==> src/rtl/spi_request_arbiter.sv <==
// Round-robin share of one SPI_Master among NREQ requesters; SPI_STAR_O rises on the grant edge, DONE_O follows the done edge by one cycle.
// No backpressure path: requesters hold REQ_I high until DONE_O, so requests arriving while BUSY_O is high wait for IDLE.
module spi_request_arbiter #(
  parameter int NREQ      = 3,
  parameter int DATA_W    = 32,
  parameter int SEL_W     = 2,
  parameter int START_LEN = 4,
  parameter int TIMEOUT   = 4096,
  parameter int GAP_LEN   = 8
) (
  input  logic                     BOARD_CLOCK,
  input  logic                     RST,
  input  logic [NREQ-1:0]          REQ_I,
  input  logic [NREQ*DATA_W-1:0]   REQ_DATA_I,
  input  logic [NREQ*SEL_W-1:0]    REQ_SEL_I,
  output logic [NREQ-1:0]          DONE_O,
  output logic [NREQ-1:0]          ERR_O,
  output logic [DATA_W-1:0]        RDATA_O,
  output logic                     BUSY_O,
  output logic [DATA_W-1:0]        SPI_I_O,
  output logic [SEL_W-1:0]         SPI_SEL_O,
  output logic                     SPI_STAR_O,
  input  logic [DATA_W-1:0]        SPI_O_I,
  input  logic                     SPI_DONE_I
);

  localparam int PW   = $clog2(NREQ);
  localparam int CMAX = (TIMEOUT > START_LEN) ? ((TIMEOUT > GAP_LEN) ? TIMEOUT : GAP_LEN)
                                              : ((START_LEN > GAP_LEN) ? START_LEN : GAP_LEN);
  localparam int CW   = $clog2(CMAX + 1);

  localparam logic [CW-1:0] START_LAST = CW'(START_LEN - 1);
  // Timeout is decided one edge early so DONE_O/ERR_O land exactly TIMEOUT cycles after WAIT entry.
  localparam logic [CW-1:0] WAIT_LAST  = CW'(TIMEOUT - 2);
  localparam logic [CW-1:0] GAP_LAST   = CW'(GAP_LEN - 1);

  localparam logic [2:0] S_IDLE  = 3'd0;
  localparam logic [2:0] S_START = 3'd1;
  localparam logic [2:0] S_WAIT  = 3'd2;
  localparam logic [2:0] S_RESP  = 3'd3;
  localparam logic [2:0] S_GAP   = 3'd4;

  logic [2:0]    state;
  logic [PW-1:0] ptr;
  logic [PW-1:0] gnt;
  logic [CW-1:0] cnt;
  logic          done_prev;
  logic          err_flag;
  logic          done_edge;
  logic [PW-1:0] pick;
  logic [PW-1:0] idx;
  logic          pick_vld;

  assign done_edge = SPI_DONE_I & ~done_prev;

  // Scan from the farthest offset down so the nearest active requester at/after ptr wins.
  always_comb begin
    pick     = '0;
    idx      = '0;
    pick_vld = 1'b0;
    for (int i = NREQ - 1; i >= 0; i--) begin
      idx = PW'((int'(ptr) + i) % NREQ);
      if (REQ_I[idx]) begin
        pick     = idx;
        pick_vld = 1'b1;
      end
    end
  end

  always_ff @(posedge BOARD_CLOCK) begin
    if (RST) begin
      state      <= S_IDLE;
      ptr        <= '0;
      gnt        <= '0;
      cnt        <= '0;
      done_prev  <= 1'b0;
      err_flag   <= 1'b0;
      DONE_O     <= '0;
      ERR_O      <= '0;
      RDATA_O    <= '0;
      BUSY_O     <= 1'b0;
      SPI_I_O    <= '0;
      SPI_SEL_O  <= '0;
      SPI_STAR_O <= 1'b0;
    end else begin
      done_prev <= SPI_DONE_I;
      DONE_O    <= '0;
      ERR_O     <= '0;
      case (state)
        S_IDLE: begin
          if (pick_vld) begin
            gnt        <= pick;
            SPI_I_O    <= REQ_DATA_I[int'(pick)*DATA_W +: DATA_W];
            SPI_SEL_O  <= REQ_SEL_I[int'(pick)*SEL_W +: SEL_W];
            SPI_STAR_O <= 1'b1;
            BUSY_O     <= 1'b1;
            cnt        <= '0;
            state      <= S_START;
          end
        end
        S_START: begin
          if (cnt == START_LAST) begin
            SPI_STAR_O <= 1'b0;
            cnt        <= '0;
            state      <= S_WAIT;
          end else begin
            cnt <= cnt + 1'b1;
          end
        end
        S_WAIT: begin
          if (done_edge) begin
            RDATA_O  <= SPI_O_I;
            err_flag <= 1'b0;
            state    <= S_RESP;
          end else if (cnt == WAIT_LAST) begin
            RDATA_O  <= '0;
            err_flag <= 1'b1;
            state    <= S_RESP;
          end else begin
            cnt <= cnt + 1'b1;
          end
        end
        S_RESP: begin
          DONE_O[gnt] <= 1'b1;
          ERR_O[gnt]  <= err_flag;
          if (int'(gnt) == NREQ - 1) ptr <= '0;
          else                       ptr <= gnt + 1'b1;
          cnt   <= '0;
          state <= S_GAP;
        end
        S_GAP: begin
          if (cnt == GAP_LAST) begin
            BUSY_O <= 1'b0;
            state  <= S_IDLE;
          end else begin
            cnt <= cnt + 1'b1;
          end
        end
        default: state <= S_IDLE;
      endcase
    end
  end

endmodule
==> config.mk <==
export PLATFORM = sky130hd
export DESIGN_NAME = spi_request_arbiter
export DESIGN_NICKNAME = d
export VERILOG_FILES = /design/src/rtl/spi_request_arbiter.sv
export SDC_FILE = /design/constraint.sdc
export NUM_CORES = 1
export LEC_CHECK = 0
export BUFFER_PORTS_ARGS = -buffer_cell sky130_fd_sc_hd__buf_2
export CAP_MARGIN = 20
export CORE_MARGIN = 10
export CORE_UTILIZATION = 40
export DETAILED_ROUTE_END_ITERATION = 8
export GPL_TIMING_DRIVEN = 0
export PLACE_DENSITY_LB_ADDON = 0.05
export RECOVER_POWER = 100
export SLEW_MARGIN = 40
export SYNTH_ARGS = -nofsm -noshare
export SYNTH_HDL_FRONTEND = slang
export SYNTH_SLANG_ARGS = --single-unit
==> constraint.sdc <==
create_clock -name BOARD_CLOCK -period 2.9 [get_ports BOARD_CLOCK]
set_clock_uncertainty 0.1 [all_clocks]
set_input_delay 0.29 -clock BOARD_CLOCK [delete_from_list [all_inputs] [get_ports BOARD_CLOCK]]
set_output_delay 0.29 -clock BOARD_CLOCK [all_outputs]
set_load 0.1 [all_outputs]
==> flow_metrics.env, run 1 <==
export IMPL_outcome="finished, final reports clean"
export IMPL_power_frac_clock_pct=23.9
export IMPL_cpPeakStageDelay_ps=470
export IMPL_cts_buffers=9
export IMPL_seqPwrFrac_pct=31.5
export IMPL_async_reset_ff_share_pct=0
export IMPL_portBuffers=212
export IMPL_vias=6392
export IMPL_drt_antenna_violating_nets=0
export IMPL_synthAdderAreaFrac_pct=1.34
export IMPL_hold_path_class="primary input to flip-flop"
export IMPL_end_kind="flip-flop"
export IMPL_syn2layout_area_growth_pct=28.3
export IMPL_timing_fmax_mhz=363
export IMPL_antennaDiodeCount=0
export IMPL_synthTopCellsByArea="dfxtp_1 (34%), o211a_1 (6.1%), o2111ai_1 (5.5%), o221ai_1 (5.5%), o211ai_1 (4.8%)"
export IMPL_grt_overflow=0
export IMPL_crit_arrival_ps=2880
export IMPL_dr_first_iter_drc_count=355
export IMPL_synth_mux_area_share_pct=1.00
export IMPL_whs_path_depth=2
export IMPL_netlist_cell_type_count=60
export IMPL_cts_num_sinks=96
export IMPL_grt_pass1_wl_um=33000
export IMPL_dpl_hpwl_um=15800
export IMPL_power_leakage_nw=2.88
export IMPL_worstMarginPinSlew_ps=1250
export IMPL_r2r_cells=11
export IMPL_reg2reg_from="ptr[0]"
export IMPL_instances_no_fill=1080
export IMPL_grt_usage_pct=20.4
export IMPL_slew_violations=0
export IMPL_synth_compound_area_share_pct=35.5
export IMPL_dieArea_mm2=0.0192
export IMPL_synth_nets=813
export IMPL_p_switching_w=0.00248
export IMPL_synth_top_area_cell="dfxtp_1"
export IMPL_synth_top_family_by_area="compound AO/OA/AOI/OAI gates"
export IMPL_place_ws_ps=-106
export IMPL_synth_simple_area_share_pct=19.3
export IMPL_drive_gt1_share_pct=23.6
export IMPL_core_area_mm2=0.0138
export IMPL_swShare_pct=48.8
export IMPL_path_class="flip-flop to flip-flop"
export IMPL_holdPathEnd="done_prev"
export IMPL_r2r_end="SPI_I_O[5]"
export IMPL_syn_area_mm2=0.00561
export IMPL_place_congestion=0.900
export IMPL_synthXorXnorAreaFrac_pct=0
export IMPL_path_cells="inv_1, ha_1, clkbuf_4, nor2b_1, o21a_1, buf_4, or4_1, buf_2, nand4_4, buf_6, o221ai_1"
export IMPL_worstSetupStartpointType="flip-flop"
export IMPL_r2r_setup_slack_ps=140
export IMPL_finalHoldWorstSlack_ps=64.8
export IMPL_grt_pass1_vias=6370
export IMPL_grt_antenna_before_repair=0
export IMPL_ys_warn_count=0
export IMPL_dp_cells=1059
export IMPL_postSynthAreaPerCell_um2=8.41
export IMPL_maxCapViolations=0
export IMPL_num_rows=43
export IMPL_initial_core_util_pct=40.6
export IMPL_yosysTopAreaCellShare_pct=34.2
export IMPL_ys_ff_latch=96
export IMPL_clk_latency_ps=360
export IMPL_grt_max_degree=21
export IMPL_synthCells=667
export IMPL_clockBufferDepth=2
export IMPL_cts_root_buffer="clkbuf_16"
export IMPL_comb_power_share_pct=44.6
export IMPL_path_clk_slew_ps=70
export IMPL_hp_start="SPI_DONE_I"
export IMPL_yosysSeqAreaShare_pct=34.2
export IMPL_htreeDepth=3
export IMPL_drt_pass1_iterations=5
export IMPL_finalHoldViolCount=0
export IMPL_vias_per_cell=5.92
export IMPL_synth_edff_count=0
export IMPL_fin_ws_ps=144
export IMPL_tns_ps=0
export IMPL_finalCriticalPeriod_ps=2760
export IMPL_ctsHoldBuffers=0
export IMPL_io_pins=214
export IMPL_drc=0
export IMPL_power_density_mw_per_mm2=704
export IMPL_die_w_um=138
export IMPL_slew_headroom_pct=16.8
export IMPL_nets=1041
export IMPL_wirelength_um=21000
export IMPL_finalSetupViolCount=0
export IMPL_cp_max_fo=10
export IMPL_tritoncts="done"
export IMPL_period_share_pct=95.0
export IMPL_required_ps=3020
export IMPL_die_h_um=138
export IMPL_ir_drop_mv=0.401
export IMPL_ys_flop_type="dfxtp_1"
export IMPL_internal_power_w=0.00260
export IMPL_slowest_stage="or4_1"
export IMPL_detail_route_wl_per_cell_um=19.4
export IMPL_rsz0062_at_grt="no"
sequential cells by signal, indices dropped and copies added (netlist names):
register and flops:
RDATA_O 32, SPI_I_O 32, cnt 13, DONE_O 3, ERR_O 3, state 3
SPI_SEL_O 2, gnt 2, ptr 2, BUSY_O 1, SPI_STAR_O 1, done_prev 1
err_flag 1
final cells by class:
class                   instances  area (um2)
fillers                      1397        6630
multi-input cells             456        3230
flip-flops and latches         96        1920
repair buffers                217        1010
plain buffers                  74         359
clock buffers                   9         225
well taps                     180         225
inverters                      41         154
clock inverters                 7        77.6
worst max-delay path: cells and delay by family (launching register included):
family,cells,cell delay [ps]
AOI/OAI and AO/OA,2,310
DFF,1,340
and+or+nand+nor,3,820
buffers and inverters,5,760
adders and majority gates,1,280
routing by layer:
metal | track usage (%) | vias up | part of all wire [%]
met5 | 0 | - | 0
met4 | 7.88 | 0 | 2.9
met3 | 6.64 | 49 | 8.7
met2 | 33.2 | 301 | 46
met1 | 24.5 | 2998 | 42
li1 | - | 3044 | -
how the worst max path moves through the flow:
stage	from	endpoint	slack, ps
after floorplan	ptr[0]	SPI_I_O[10]	370
after global placement	ptr[0]	SPI_I_O[10]	-50
after detailed placement	ptr[0]	SPI_I_O[11]	-110
after CTS	ptr[0]	SPI_I_O[5]	10
after global routing	ptr[0]	SPI_I_O[26]	3
final	ptr[0]	SPI_I_O[5]	140
cells in the mapped netlist (2+ instances only):
cell	count
dfxtp_1	96
clkbuf_1	55
nand2_1	45
nor2_1	41
inv_1	40
o211ai_1	36
nor3b_1	35
o2111ai_1	35
o221ai_1	35
a31oi_1	34
o211a_1	34
a22oi_1	32
a21oi_1	20
or4_1	11
o31ai_1	10
buf_2	9
and2_1	8
nand3_1	7
o21ai_0	7
buf_4	6
ha_1	6
nor2b_1	5
nor3_1	4
or3_1	4
or2_2	3
or4_4	3
a21o_1	2
a21oi_2	2
and3_1	2
buf_6	2
mux2_2	2
mux2i_1	2
nand2b_1	2
nand3b_1	2
nand4_1	2
nor4_1	2
o41ai_1	2
or4_2	2
repair_timing:
item / CTS / global route
resized for setup: 5 / 31
buffers inserted: 1 / 3
gates cloned: 0 / 1
setup endpoints to repair: 30 / 42
pin swaps: 1 / 1
power groups by stage:
stage / clock network (W) / registers [W] / logic [W]
floorplan: 0 / 0.00260 / 0.000757
global placement: 0 / 0.00161 / 0.00224
detailed placement: 0 / 0.00162 / 0.00227
CTS: 0.00124 / 0.00159 / 0.00228
finish: 0.00121 / 0.00160 / 0.00226
global route: 0.00129 / 0.00161 / 0.00239
cells by family after synthesis:
family | after synthesis
flops | 96
mux | 5
simple gates | 189
compound gates | 256
buf+inv | 115
fa+ha+maj | 6
stage by stage:
step	instance area, um2	util, %	total power, W
global placement	6900	49.9	0.00385
CTS	7220	52.2	0.00511
finish	7200	52.1	0.00507
global route	7200	52.1	0.00530
floorplan	5610	-	0.00336
detailed placement	6900	49.9	0.00389
placed cells by master, fill, tap and decap left out, drive strengths merged, types with 8 or more instances in the layout:
cell type  Yosys  final
a21oi         22     22
a22oi         32     32
a31oi         34     34
and2           8      8
buf           18    159
clkbuf        56    141
dfxtp         96     96
inv           41     46
nand2         45     45
nor2          42     42
nor3b         35     35
o2111ai       35     35
o211a         34     34
o211ai        36     36
o21ai          9      9
o221ai        35     35
o31ai         10     10
or4           16     16
No activity file was read; power rests on OpenSTA's default activity.
==> run 2: changes to the inputs <==
Settings changed: CORE_UTILIZATION 40 to 50, CTS_CLUSTER_DIAMETER set to 200.
==> flow_metrics.env, run 2 (synthesis gave the netlist of run 1 again) <==
export IMPL_outcome="finished, final reports clean"
export IMPL_dpl_hpwl_um=15200
export IMPL_end_kind="flip-flop"
export IMPL_power_leakage_nw=2.86
export IMPL_grt_antenna_before_repair=0
export IMPL_r2r_setup_slack_ps=110
export IMPL_reg2reg_from="ptr[0]"
export IMPL_worstSetupStartpointType="flip-flop"
export IMPL_drt_antenna_violating_nets=0
export IMPL_seqPwrFrac_pct=31.9
export IMPL_drt_pass1_iterations=6
export IMPL_initial_core_util_pct=51.3
export IMPL_cts_num_sinks=96
export IMPL_slowest_stage="or4_1"
export IMPL_slew_violations=0
export IMPL_reg_top3="RDATA_O (32), SPI_I_O (32), cnt (13)"
export IMPL_ctsHoldBuffers=0
export IMPL_dp_cells=1019
export IMPL_hold_path_class="primary input to flip-flop"
export IMPL_slew_headroom_pct=16.9
export IMPL_cts_buffers=9
export IMPL_hp_start="SPI_DONE_I"
export IMPL_worstMarginPinSlew_ps=1250
export IMPL_final_common_cell="buf_2"
export IMPL_grt_pass1_wl_um=32300
export IMPL_grt_pass1_vias=6455
export IMPL_final_area_mm2=0.00714
export IMPL_timing_fmax_mhz=358
export IMPL_detail_route_wl_per_cell_um=19.5
export IMPL_grt_overflow=0
export IMPL_die_h_um=126
export IMPL_crit_buf_inv=5
export IMPL_clk_latency_ps=350
export IMPL_crit_arrival_ps=2900
export IMPL_holdPathEnd="done_prev"
export IMPL_io_pins=214
export IMPL_finalCriticalPeriod_ps=2790
export IMPL_power_density_mw_per_mm2=700
export IMPL_comb_power_share_pct=45.3
export IMPL_drc=0
export IMPL_path_clk_slew_ps=70
export IMPL_grt_max_degree=18
export IMPL_portBuffers=212
export IMPL_r2r_end="SPI_I_O[23]"
export IMPL_cp_max_fo=10
export IMPL_instances_no_fill=1039
export IMPL_vias=6462
export IMPL_cp_top_family="simple AND/OR/NAND/NOR gates"
export IMPL_required_ps=3010
export IMPL_crit_top_cell="buf_4"
export IMPL_cpPeakStageDelay_ps=470
export IMPL_power_frac_clock_pct=22.7
export IMPL_path_class="flip-flop to flip-flop"
export IMPL_final_cell_mix="buf_2 (146), clkbuf_1 (122), dfxtp_1 (95)"
export IMPL_maxCapViolations=0
export IMPL_clockBufferDepth=2
export IMPL_core_area_mm2=0.0109
export IMPL_vias_per_cell=6.22
export IMPL_fin_ws_ps=107
export IMPL_drive_gt1_share_pct=23.5
export IMPL_htreeDepth=3
export IMPL_path_cells="inv_1, ha_1, clkbuf_4, nor2b_2, o21a_1, buf_4, or4_1, buf_2, nand4_4, buf_4, o221ai_1"
export IMPL_postLayoutCoreUtil_pct=65.3
export IMPL_die_w_um=126
export IMPL_r2r_cells=11
export IMPL_whs_path_depth=2
export IMPL_syn2layout_area_growth_pct=27.2
export IMPL_period_share_pct=96.3
export IMPL_place_congestion=0.902
export IMPL_nets=1040
export IMPL_cp_num_cells=11
export IMPL_cts_root_buffer="clkbuf_16"
export IMPL_num_rows=38
export IMPL_place_ws_ps=-113
export IMPL_finalHoldViolCount=0
export IMPL_tns_ps=0
export IMPL_wirelength_um=20200
export IMPL_grt_usage_pct=23.7
export IMPL_dieArea_mm2=0.0159
export IMPL_dr_first_iter_drc_count=852
export IMPL_placed_area_mm2=0.00685
export IMPL_internal_power_w=0.00258
export IMPL_swShare_pct=48.4
export IMPL_ir_drop_mv=0.436
export IMPL_finalSetupViolCount=0
export IMPL_p_switching_w=0.00242
export IMPL_antennaDiodeCount=0
export IMPL_tritoncts="done"
-- run 2: power groups by stage --
| stage | clock [W] | sequential, W | combinational (W) |
|---|---|---|---|
| after global routing | 0.00120 | 0.00161 | 0.00239 |
| final | 0.00114 | 0.00159 | 0.00226 |
| after floorplan | 0 | 0.00260 | 0.000757 |
| after CTS | 0.00115 | 0.00159 | 0.00226 |
| after global placement | 0 | 0.00161 | 0.00222 |
| after detailed placement | 0 | 0.00161 | 0.00225 |
-- run 2: area by class of cell --
cell class	instances	area (um2)
Clock buffer	9	225
Tap cell	140	175
Clock inverter	7	53.8
Inverter	41	154
Timing Repair Buffer	216	1010
Buffer	74	355
Fill cell	1021	3800
Sequential cell	96	1920
Multi-Input combinational cell	456	3240
-- run 2: layer usage --
| metal | vias up | track usage, % | routed length [um] |
|---|---|---|---|
| li1 | 3041 | - | - |
| met4 | 0 | 8.77 | 569 |
| met5 | - | 0 | 0 |
| met1 | 3013 | 28.6 | 8200 |
| met3 | 54 | 6.88 | 1940 |
| met2 | 354 | 39.1 | 9510 |
-- run 2: worst max path at each step --
stage	start	endpoint
after detailed placement	ptr[0]	SPI_I_O[23]
final	ptr[0]	SPI_I_O[23]
after global placement	ptr[0]	SPI_I_O[9]
after CTS	ptr[0]	SPI_I_O[23]
after floorplan	ptr[0]	SPI_I_O[10]
after global routing	ptr[0]	SPI_I_O[23]
-- run 2: worst reg2reg max path, stage by stage (launching register included) --
cell      delay, ps
dfxtp_2         350
inv_1            60
ha_1            280
clkbuf_4        180
nor2b_2         180
o21a_1          180
buf_4           180
or4_1           470
buf_2           170
nand4_4         170
buf_4           200
o221ai_1        140
-- run 2: metrics by stage --
step	hold WS, ps	total power, W
after global placement	373	0.00382
after global routing	94.3	0.00520
after detailed placement	379	0.00387
after CTS	79.6	0.00500
after floorplan	318	0.00336
final	79.9	0.00499
-- run 2: timing repair --
| item | CTS | global route |
|---|---|---|
| gates resized for setup | 2 | 33 |
| pin swaps | 0 | 3 |
| setup buffers | 0 | 4 |
| endpoints found under the setup margin | 30 | 40 |
